[config.mk]
export PLATFORM = sky130hd
export DESIGN_NAME = branch_predict_unit
export DESIGN_NICKNAME = d
export VERILOG_FILES = /design/src/rtl/cpu_types_pkg.sv /design/src/rtl/sat_counter2.sv /design/src/rtl/branch_predict_unit.sv
export SDC_FILE = /design/constraint.sdc
export NUM_CORES = 2
export LEC_CHECK = 0
export BUFFER_PORTS_ARGS = -buffer_cell sky130_fd_sc_hd__buf_2
export CAP_MARGIN = 10
export CORE_MARGIN = 2
export CORE_UTILIZATION = 65
export DETAILED_ROUTE_END_ITERATION = 6
export GPL_TIMING_DRIVEN = 0
export PLACE_DENSITY_LB_ADDON = 0.08
export SYNTH_ARGS = -nofsm -noshare
export SYNTH_HDL_FRONTEND = slang
export SYNTH_SLANG_ARGS = --single-unit
[constraint.sdc]
create_clock -name CLK -period 12.56 [get_ports CLK]
set_input_delay 1.884 -clock CLK [delete_from_list [all_inputs] [get_ports CLK]]
set_output_delay 1.884 -clock CLK [all_outputs]
set_load 0.02 [all_outputs]
[src/rtl/cpu_types_pkg.sv]
// Shared types for the branch prediction unit: control-flow kinds, predictor modes
// and the BTB entry layout.
package cpu_types_pkg;

  typedef enum logic [1:0] {
    KindNone   = 2'b00,
    KindBranch = 2'b01,
    KindJump   = 2'b10,
    KindRsvd   = 2'b11
  } upd_kind_e;

  localparam int unsigned ModeStatic = 0;
  localparam int unsigned ModeOneBit = 1;
  localparam int unsigned ModeTwoBit = 2;

  localparam logic [1:0] CtrReset = 2'b01;
  localparam logic [1:0] CtrAlloc = 2'b10;

  // Tag is sized for the smallest BTB; unused upper bits stay zero.
  typedef struct packed {
    logic        valid;
    logic [29:0] tag;
    logic [29:0] target;
    logic        is_jump;
    logic [1:0]  ctr;
  } btb_entry_t;

  localparam btb_entry_t EntryReset = '{
    valid:   1'b0,
    tag:     30'd0,
    target:  30'd0,
    is_jump: 1'b0,
    ctr:     CtrReset
  };

  function automatic logic is_ctrl_kind(logic [1:0] kind);
    return (kind == KindBranch) || (kind == KindJump);
  endfunction

endpackage

[src/rtl/sat_counter2.sv]
// Next-state logic for the per-entry 2-bit direction counter, covering both
// the saturating (MODE 2) and last-outcome (MODE 1) policies.
module sat_counter2
  import cpu_types_pkg::*;
#(
  parameter int unsigned MODE = ModeTwoBit
) (
  input  logic [1:0] ctr,
  input  logic       taken,
  input  logic       alloc,
  output logic [1:0] ctr_next
);

  always_comb begin
    ctr_next = ctr;
    if (MODE == ModeOneBit) begin
      ctr_next = taken ? 2'b11 : 2'b00;
    end else if (alloc) begin
      ctr_next = CtrAlloc;
    end else if (taken) begin
      if (ctr != 2'b11) ctr_next = ctr + 2'd1;
    end else begin
      if (ctr != 2'b00) ctr_next = ctr - 2'd1;
    end
  end

endmodule

[src/rtl/branch_predict_unit.sv]
// Direct-mapped BTB with per-entry direction counters: combinational fetch-stage
// lookup, memory-stage resolution/update and saturating statistics.
module branch_predict_unit
  import cpu_types_pkg::*;
#(
  parameter int unsigned ENTRIES = 16,
  parameter int unsigned MODE    = 2,
  parameter int unsigned STAT_W  = 16
) (
  input  logic              CLK,
  input  logic              nRST,
  input  logic [31:0]       fetch_pc,
  output logic              pred_hit,
  output logic              pred_taken,
  output logic [31:0]       pred_target,
  input  logic              upd_valid,
  input  logic [31:0]       upd_pc,
  input  logic [31:0]       upd_target,
  input  logic [1:0]        upd_kind,
  input  logic              upd_taken,
  input  logic              upd_pred_taken,
  input  logic [31:0]       upd_pred_target,
  output logic              btb_correct,
  output logic              btb_wrongtype,
  output logic [STAT_W-1:0] lookups,
  output logic [STAT_W-1:0] mispredicts
);

  localparam int unsigned IDX_W = $clog2(ENTRIES);

  btb_entry_t btb_q [ENTRIES];

  logic [IDX_W-1:0]  fetch_idx, upd_idx;
  logic [29:0]       fetch_tag, upd_tag;
  btb_entry_t        fetch_e, upd_e, wr_entry;
  logic              upd_hit, wr_en;
  logic              is_branch, is_jump, target_ok;
  logic [1:0]        ctr_next;
  logic [STAT_W-1:0] lookups_q, mispredicts_q;
  logic              unused_bits;

  assign unused_bits = ^{fetch_pc[1:0], upd_pc[1:0], upd_target[1:0]};

  // Lookup
  assign fetch_idx = fetch_pc[IDX_W+1:2];
  assign fetch_tag = {{IDX_W{1'b0}}, fetch_pc[31:IDX_W+2]};
  assign fetch_e   = btb_q[fetch_idx];

  assign pred_hit    = fetch_e.valid && (fetch_e.tag == fetch_tag);
  assign pred_taken  = (MODE != ModeStatic) && pred_hit && (fetch_e.is_jump || fetch_e.ctr[1]);
  assign pred_target = pred_taken ? {fetch_e.target, 2'b00} : fetch_pc + 32'd4;

  // Resolution
  assign upd_idx = upd_pc[IDX_W+1:2];
  assign upd_tag = {{IDX_W{1'b0}}, upd_pc[31:IDX_W+2]};
  assign upd_e   = btb_q[upd_idx];
  assign upd_hit = upd_e.valid && (upd_e.tag == upd_tag);

  assign is_branch = (upd_kind == KindBranch);
  assign is_jump   = (upd_kind == KindJump);
  assign target_ok = !upd_taken || (upd_pred_target == upd_target);

  assign btb_wrongtype = upd_valid && upd_pred_taken && !is_ctrl_kind(upd_kind);
  assign btb_correct   = !upd_valid ||
                         (!btb_wrongtype && (upd_pred_taken == upd_taken) && target_ok);

  sat_counter2 #(
    .MODE (MODE)
  ) u_ctr (
    .ctr      (upd_e.ctr),
    .taken    (upd_taken),
    .alloc    (!upd_hit),
    .ctr_next (ctr_next)
  );

  always_comb begin
    wr_en    = 1'b0;
    wr_entry = upd_e;
    if ((MODE != ModeStatic) && upd_valid) begin
      if (btb_wrongtype) begin
        // A non-control instruction was predicted taken: drop its stale entry.
        if (upd_hit) begin
          wr_en          = 1'b1;
          wr_entry.valid = 1'b0;
        end
      end else if (is_branch || is_jump) begin
        if (upd_hit) begin
          wr_en            = 1'b1;
          wr_entry.is_jump = is_jump;
          if (is_branch) wr_entry.ctr = ctr_next;
          if (upd_taken) wr_entry.target = upd_target[31:2];
        end else if (upd_taken) begin
          wr_en    = 1'b1;
          wr_entry = '{
            valid:   1'b1,
            tag:     upd_tag,
            target:  upd_target[31:2],
            is_jump: is_jump,
            ctr:     ctr_next
          };
        end
      end
    end
  end

  always_ff @(posedge CLK or negedge nRST) begin
    if (!nRST) begin
      for (int unsigned i = 0; i < ENTRIES; i++) begin
        btb_q[i] <= EntryReset;
      end
    end else if (wr_en) begin
      btb_q[upd_idx] <= wr_entry;
    end
  end

  always_ff @(posedge CLK or negedge nRST) begin
    if (!nRST) begin
      lookups_q     <= '0;
      mispredicts_q <= '0;
    end else begin
      if (lookups_q != '1) lookups_q <= lookups_q + STAT_W'(1);
      if (upd_valid && !btb_correct && (mispredicts_q != '1)) begin
        mispredicts_q <= mispredicts_q + STAT_W'(1);
      end
    end
  end

  assign lookups     = lookups_q;
  assign mispredicts = mispredicts_q;

endmodule

== Yosys cells after proc, flatten, opt, wreduce, memory -nomap -nowiden ==
Cells that the tools add are included.
Word-level totals
  register bits: 1056
Operators by class
  $add $sub $neg: 5
  $lt $le $gt $ge: 3
  equal/unequal tests: 9
  multiplexer cells: 30
  bitwise gates (word level): 2
  reduce and logical (&&, ||, !) cells: 20
Operator list (number)
  $bwmux W1024: 1
  $bmux W64 S4: 2
  $mux W64: 8
  $demux W64 S4: 1
  $mux W63: 1
  $eq A30 B26 Y1: 2
  $mux W33: 1
  $add A16 B1 Y16 const B: 2
  $add A32 B3 Y32 const B: 1
  $eq A32 B32 Y1: 1
  $mux W32: 1
  $ne A16 B16 Y1 const B: 2
  $mux W31: 1
  $mux W30: 1
  $ge A5 B5 Y1 const B: 2
  $logic_and A1 B1 Y1: 10
  $mux W2: 5
  $not A4 Y5: 2
  $mux W1: 8
  $logic_not A1 Y1: 5
  $lt A5 B1 Y1 const B: 1
  $logic_or A1 B1 Y1: 4
  $add A2 B1 Y2 const B: 1
  $eq A2 B1 Y1 const B: 1
  5 further kinds: 5

== Logic depth before layout (Yosys ltp) ==
  word-level depth: 14
  mapped depth: 17
  mapped depth without buffers: 11

== By module ==
A second synthesis with hierarchy kept.
Unflattened totals
  cell total of the unflattened synthesis: 3848
  area, all modules: 57956.8 µm²
By module, submodules not included
  branch_predict_unit: times used 1, cells each 3841, area an instance 57915.5 µm²
  sat_counter2: times used 1, cells each 7, area an instance 41.3 µm²

== Worst setup path after synthesis ==
Ideal clock, no wire load.
  kind: input to output
  from: input port fetch_pc[2]
  to: output port pred_target[2]
  arrival time: 6221 ps
  setup slack: 4455 ps
  stages on the path: 14
  buffers on the path: 5
  cell sequence: buf_2 buf_1 buf_1 mux4_2 mux2i_1 mux2i_1 xor2_1 nor4_1 o21ai_0 nor4_1 nor2b_1 clkbuf_1 buf_2 mux2i_1
Between the ends
  word-level cells in the longest chain between the ends: 8
RTL lines
  start, declared: line branch_predict_unit.sv:12  | input logic [31:0] fetch_pc,
  $not A4 Y5 (not written as such) *: line branch_predict_unit.sv:47  | assign fetch_e = btb_q[fetch_idx];
  $bmux W64 S4 *: line branch_predict_unit.sv:47
  $mux W64 (not written as such) * (2 in a row): line branch_predict_unit.sv:47
  $eq A30 B26 Y1: line branch_predict_unit.sv:49  | assign pred_hit = fetch_e.valid && (fetch_e.tag == fetch_tag);
  $logic_and A1 B1 Y1 *: line branch_predict_unit.sv:49
  net pred_hit: line branch_predict_unit.sv:13  | output logic pred_hit,
  $logic_and A1 B1 Y1 *: line branch_predict_unit.sv:50  | assign pred_taken = (MODE != ModeStatic) && pred_hit && (fetch_e.is_jump || fetch_e.ctr[1]);
  net pred_taken: line branch_predict_unit.sv:14  | output logic pred_taken,
  $mux W32 *: line branch_predict_unit.sv:51  | assign pred_target = pred_taken ? {fetch_e.target, 2'b00} : fetch_pc + 32'd4;
  end, declared: line branch_predict_unit.sv:15  | output logic [31:0] pred_target,
The timed path passes the listed nets; every way through them passes the cells marked *. The select of a mux whose other input is x is not followed.

== Worst setup path after layout ==
  from: input port fetch_pc[4]
  to: output port pred_target[2]
Between the ends
  word-level cells in the longest chain between the ends: 8
RTL lines (line)
  $not A4 Y5 (not written as such) *: branch_predict_unit.sv:47
  $bmux W64 S4 *: branch_predict_unit.sv:47
  $mux W64 (not written as such) * (2 in a row): branch_predict_unit.sv:47
  $eq A30 B26 Y1: branch_predict_unit.sv:49
  $logic_and A1 B1 Y1: branch_predict_unit.sv:49
  $logic_and A1 B1 Y1: branch_predict_unit.sv:50
  $mux W32 *: branch_predict_unit.sv:51
Mark *: on every way between the ends. The rest lies on a longest branch, timed or not. The select of a mux whose other input is x is not followed.

==> metrics.yaml <==
die:
  core_region_area_sq_mm: 0.0882
  fp.dieH_microns: 302
  num_rows: 109
  dieArea_sq_mm: 0.0912
  die_w_microns: 302
  start_util_pct: 65.4
  pin_count: 203
critical_path:
  critPathArrivalTime_ps: 9780
  crit_required_ps: 10680
  crit_type: "input port to output port"
  cp-start-kind: "input port"
  end_kind: "output port"
  critPathMaxFanout: 10
global_routing:
  grt_start_max_net_pins: 161
  grt_pass1_wl_microns: 280000
  grt_pass1_vias: 40400
  antenna_found_initial: 12
  grt.overflow.total: 0
  grt_use_total_pct: 43.3
cts:
  numCtsBuffers: 111
  ctsRootBufferMaster: "clkbuf_16"
  cts_tree: "yes"
  cts_resized: 0
  cts_max_level: 3
  clk_pin_slew_worst_paths_ps: 60
  post_cts_buffers: 0
  clock_latency_ps: 740
  clock-sinks: 1056
  cts_buffer_depth: 3
  cts_hold_buf: 0
yosys:
  syn_nets: 4091
  yosysWarnings: 0
  yosysUniqueCellTypes: 63
  synth_xor_area_share_pct: 1.97
  synth_top_cells_by_count: "1040 x dfrtp_1, 642 x mux2_2, 515 x mux4_2, 255 x mux2_1, 252 x mux2i_1"
  syn_inst: 3951
  synth-seq-cells: 1056
  post_synth.cell_area_avg_sq_um: 14.6
  async_reset_ff_share_pct: 100
  synthFlopType: "dfrtp_1"
  synth_compound_area_share_pct: 2.15
  synth_top_area_cell: "dfrtp_1"
  synth-edff-count: 0
  netlist_area_sq_mm: 0.0577
  synth_top_family_by_area: "multiplexers"
  synthAdderAreaFrac_pct: 0.126
  seq_area_frac_synth_pct: 45.8
  synth_top_area_share_pct: 45.1
  yosys.area_share.simple_pct: 3.73
  synth_area_leaders: "dfrtp_1 45%, mux4_2 20%, mux2_2 13%"
  synth_mux_area_share_pct: 42.1
  synth_most_common_cell: "dfrtp_1"
sta:
  layout_min_cycle_time_ps: 11660
  tightest_slew_ps: 1430
  max-slew-margin-rel_pct: 4.43
  fmax_ghz: 0.0858
  rsz0062_at_grt: "no"
  hold_viol_final: 0
  clock_skew_ps: 38.0
  slew_violations: 0
  min_period_over_period_pct: 92.8
  finalSetupViolations: 0
  fin_tns_setup_ps: 0
route:
  first_pass_iters: 7
  vias: 40200
  vias_per_cell: 7.24
  drt-initial-drc-count: 5811
  routed_wl_microns: 194000
  postRouteAntennaNets: 0
  drc: 1
  wire_per_inst_microns: 35.0
layout:
  synthToLayoutAreaGrowth_pct: 12.1
  nets: 4430
  fillers: 5713
  drive_above_1_share_pct: 40.8
  stdcell_area_sq_mm: 0.0647
run_status:
  outcome: "complete, but fails checks"
  violations: "design-rule violations"
pwr:
  pwr-share-clk_pct: 42.2
  powerDensity_mw_per_mm2: 131
  vdd_drop_max_mv: 0.132
  pwr-share-seq_pct: 44.4
  p_sw_uw: 2280
  power_leakage_uw: 0.0302
  sw_frac_of_total_pct: 26.9
  internal-power_uw: 6200
  p_comb_share_pct: 13.4
place:
  port_buffers: 192
  place_area_sq_mm: 0.0606
  dpl.hpwl_microns: 133000
  gp_congestion: 0.968
flow_run:
  maxCapViolCount: 0
min_path:
  hold_class: "register to register"
routing by layer:
metal	track usage [%]	wire length, microns	part of all wire [%]
met3	18.3	28200	14
met4	21.5	11500	5.9
met5	0.725	275	0.14
met1	59.4	72400	37
met2	59.7	82100	42
cells by family (layout without fill, tap and decap cells):
kind of cell	Yosys count	after routing
other cells	0	4
buf+inv	510	940
flops	1056	1056
xor+xnor	130	130
mux	1672	1672
simple gates	398	398
compound gates	179	179
fa+ha+maj	6	6
power groups by stage:
stage / combinational, uW / clock, uW / sequential [uW]
after CTS: 1110 / 3570 / 3760
final: 1140 / 3580 / 3770
after detailed placement: 1100 / 0 / 3820
after global placement: 1060 / 0 / 3810
after global routing: 1190 / 3710 / 3790
after floorplan: 688 / 0 / 3780
critical path, stage by stage:
cell and delay, ps:
clkbuf_1 180, buf_1 1010, clkbuf_1 1060, mux2i_1 260, mux2i_1 950, xor2_1 170, nor4_2 870, nand3_1 560
nor4_1 900, nor2b_1 220, clkbuf_1 560, buf_2 430, mux2i_1 440, buf_2 240
metrics by stage:
stage	utilization [%]	instances	total power [uW]	setup slack, ps	hold WS (ps)
after global placement	68.2	5308	4870	-13440	449
final	73.4	5550	8490	899	462
after global routing	73.4	5546	8700	1150	471
after floorplan	-	3951	4460	4460	442
after detailed placement	68.7	5327	4920	1010	456
after CTS	73.1	5531	8440	980	464
final timing paths:
| kind | from | endpoint | slack, ps | depth (start not counted) |
|---|---|---|---|---|
| worst min register to register | btb_q[448] | btb_q[448] | 460 | 2 |
| worst max register to register | btb_q[823] | btb_q[652] | 7080 | 12 |
| worst min-delay path | btb_q[448] | btb_q[448] | 460 | 2 |
| worst max-delay path | fetch_pc[4] | pred_target[2] | 900 | 14 |
| min in group asynchronous | nRST | lookups[6] | 960 | 1 |
| max in group asynchronous | nRST | btb_q[425] | 8640 | 6 |
state kept, by name (all words and copies together), names as in the netlist:
name         count
btb_q         1024
lookups         16
mispredicts     16
cells in the final DEF (no fill, tap or decap), types with 8 or more instances in the layout:
cell and count:
nor3_1 25, a21oi_1 52, nand2b_1 8, nor4_1 32
clkbuf_16 111, nor2_1 74, bufinv_16 18, buf_8 18
a22oi_1 34, mux2i_1 252, clkinv_2 19, clkbuf_8 19
nor3b_1 10, a211oi_1 8, clkinvlp_4 9, dfrtp_1 1040
a2bb2oi_1 17, o21ai_0 9, mux2_2 642, mux2_1 255
nand2_1 58, clkbuf_1 154, buf_2 291, xnor2_1 54
buf_16 11, buf_1 32, mux4_2 515, o22ai_1 21
buf_4 81, nand4_1 24, nor2b_1 81, nand3_1 34
dfstp_2 16, xor2_1 76, inv_1 157, and3_1 21
area by class of cell:
class	count	area, sq um	share of cell area [%]
diodes	4	10.0	0.0155
plain buffers	352	1770	2.73
clock buffers	147	3100	4.79
clock inverters	57	830	1.28
inverters	158	593	0.916
multi-input cells	2385	28900	44.7
flip-flops and latches	1056	26400	40.8
well taps	1165	1460	2.25
repair buffers	226	1600	2.46
Power figures use the tool's default switching activity.
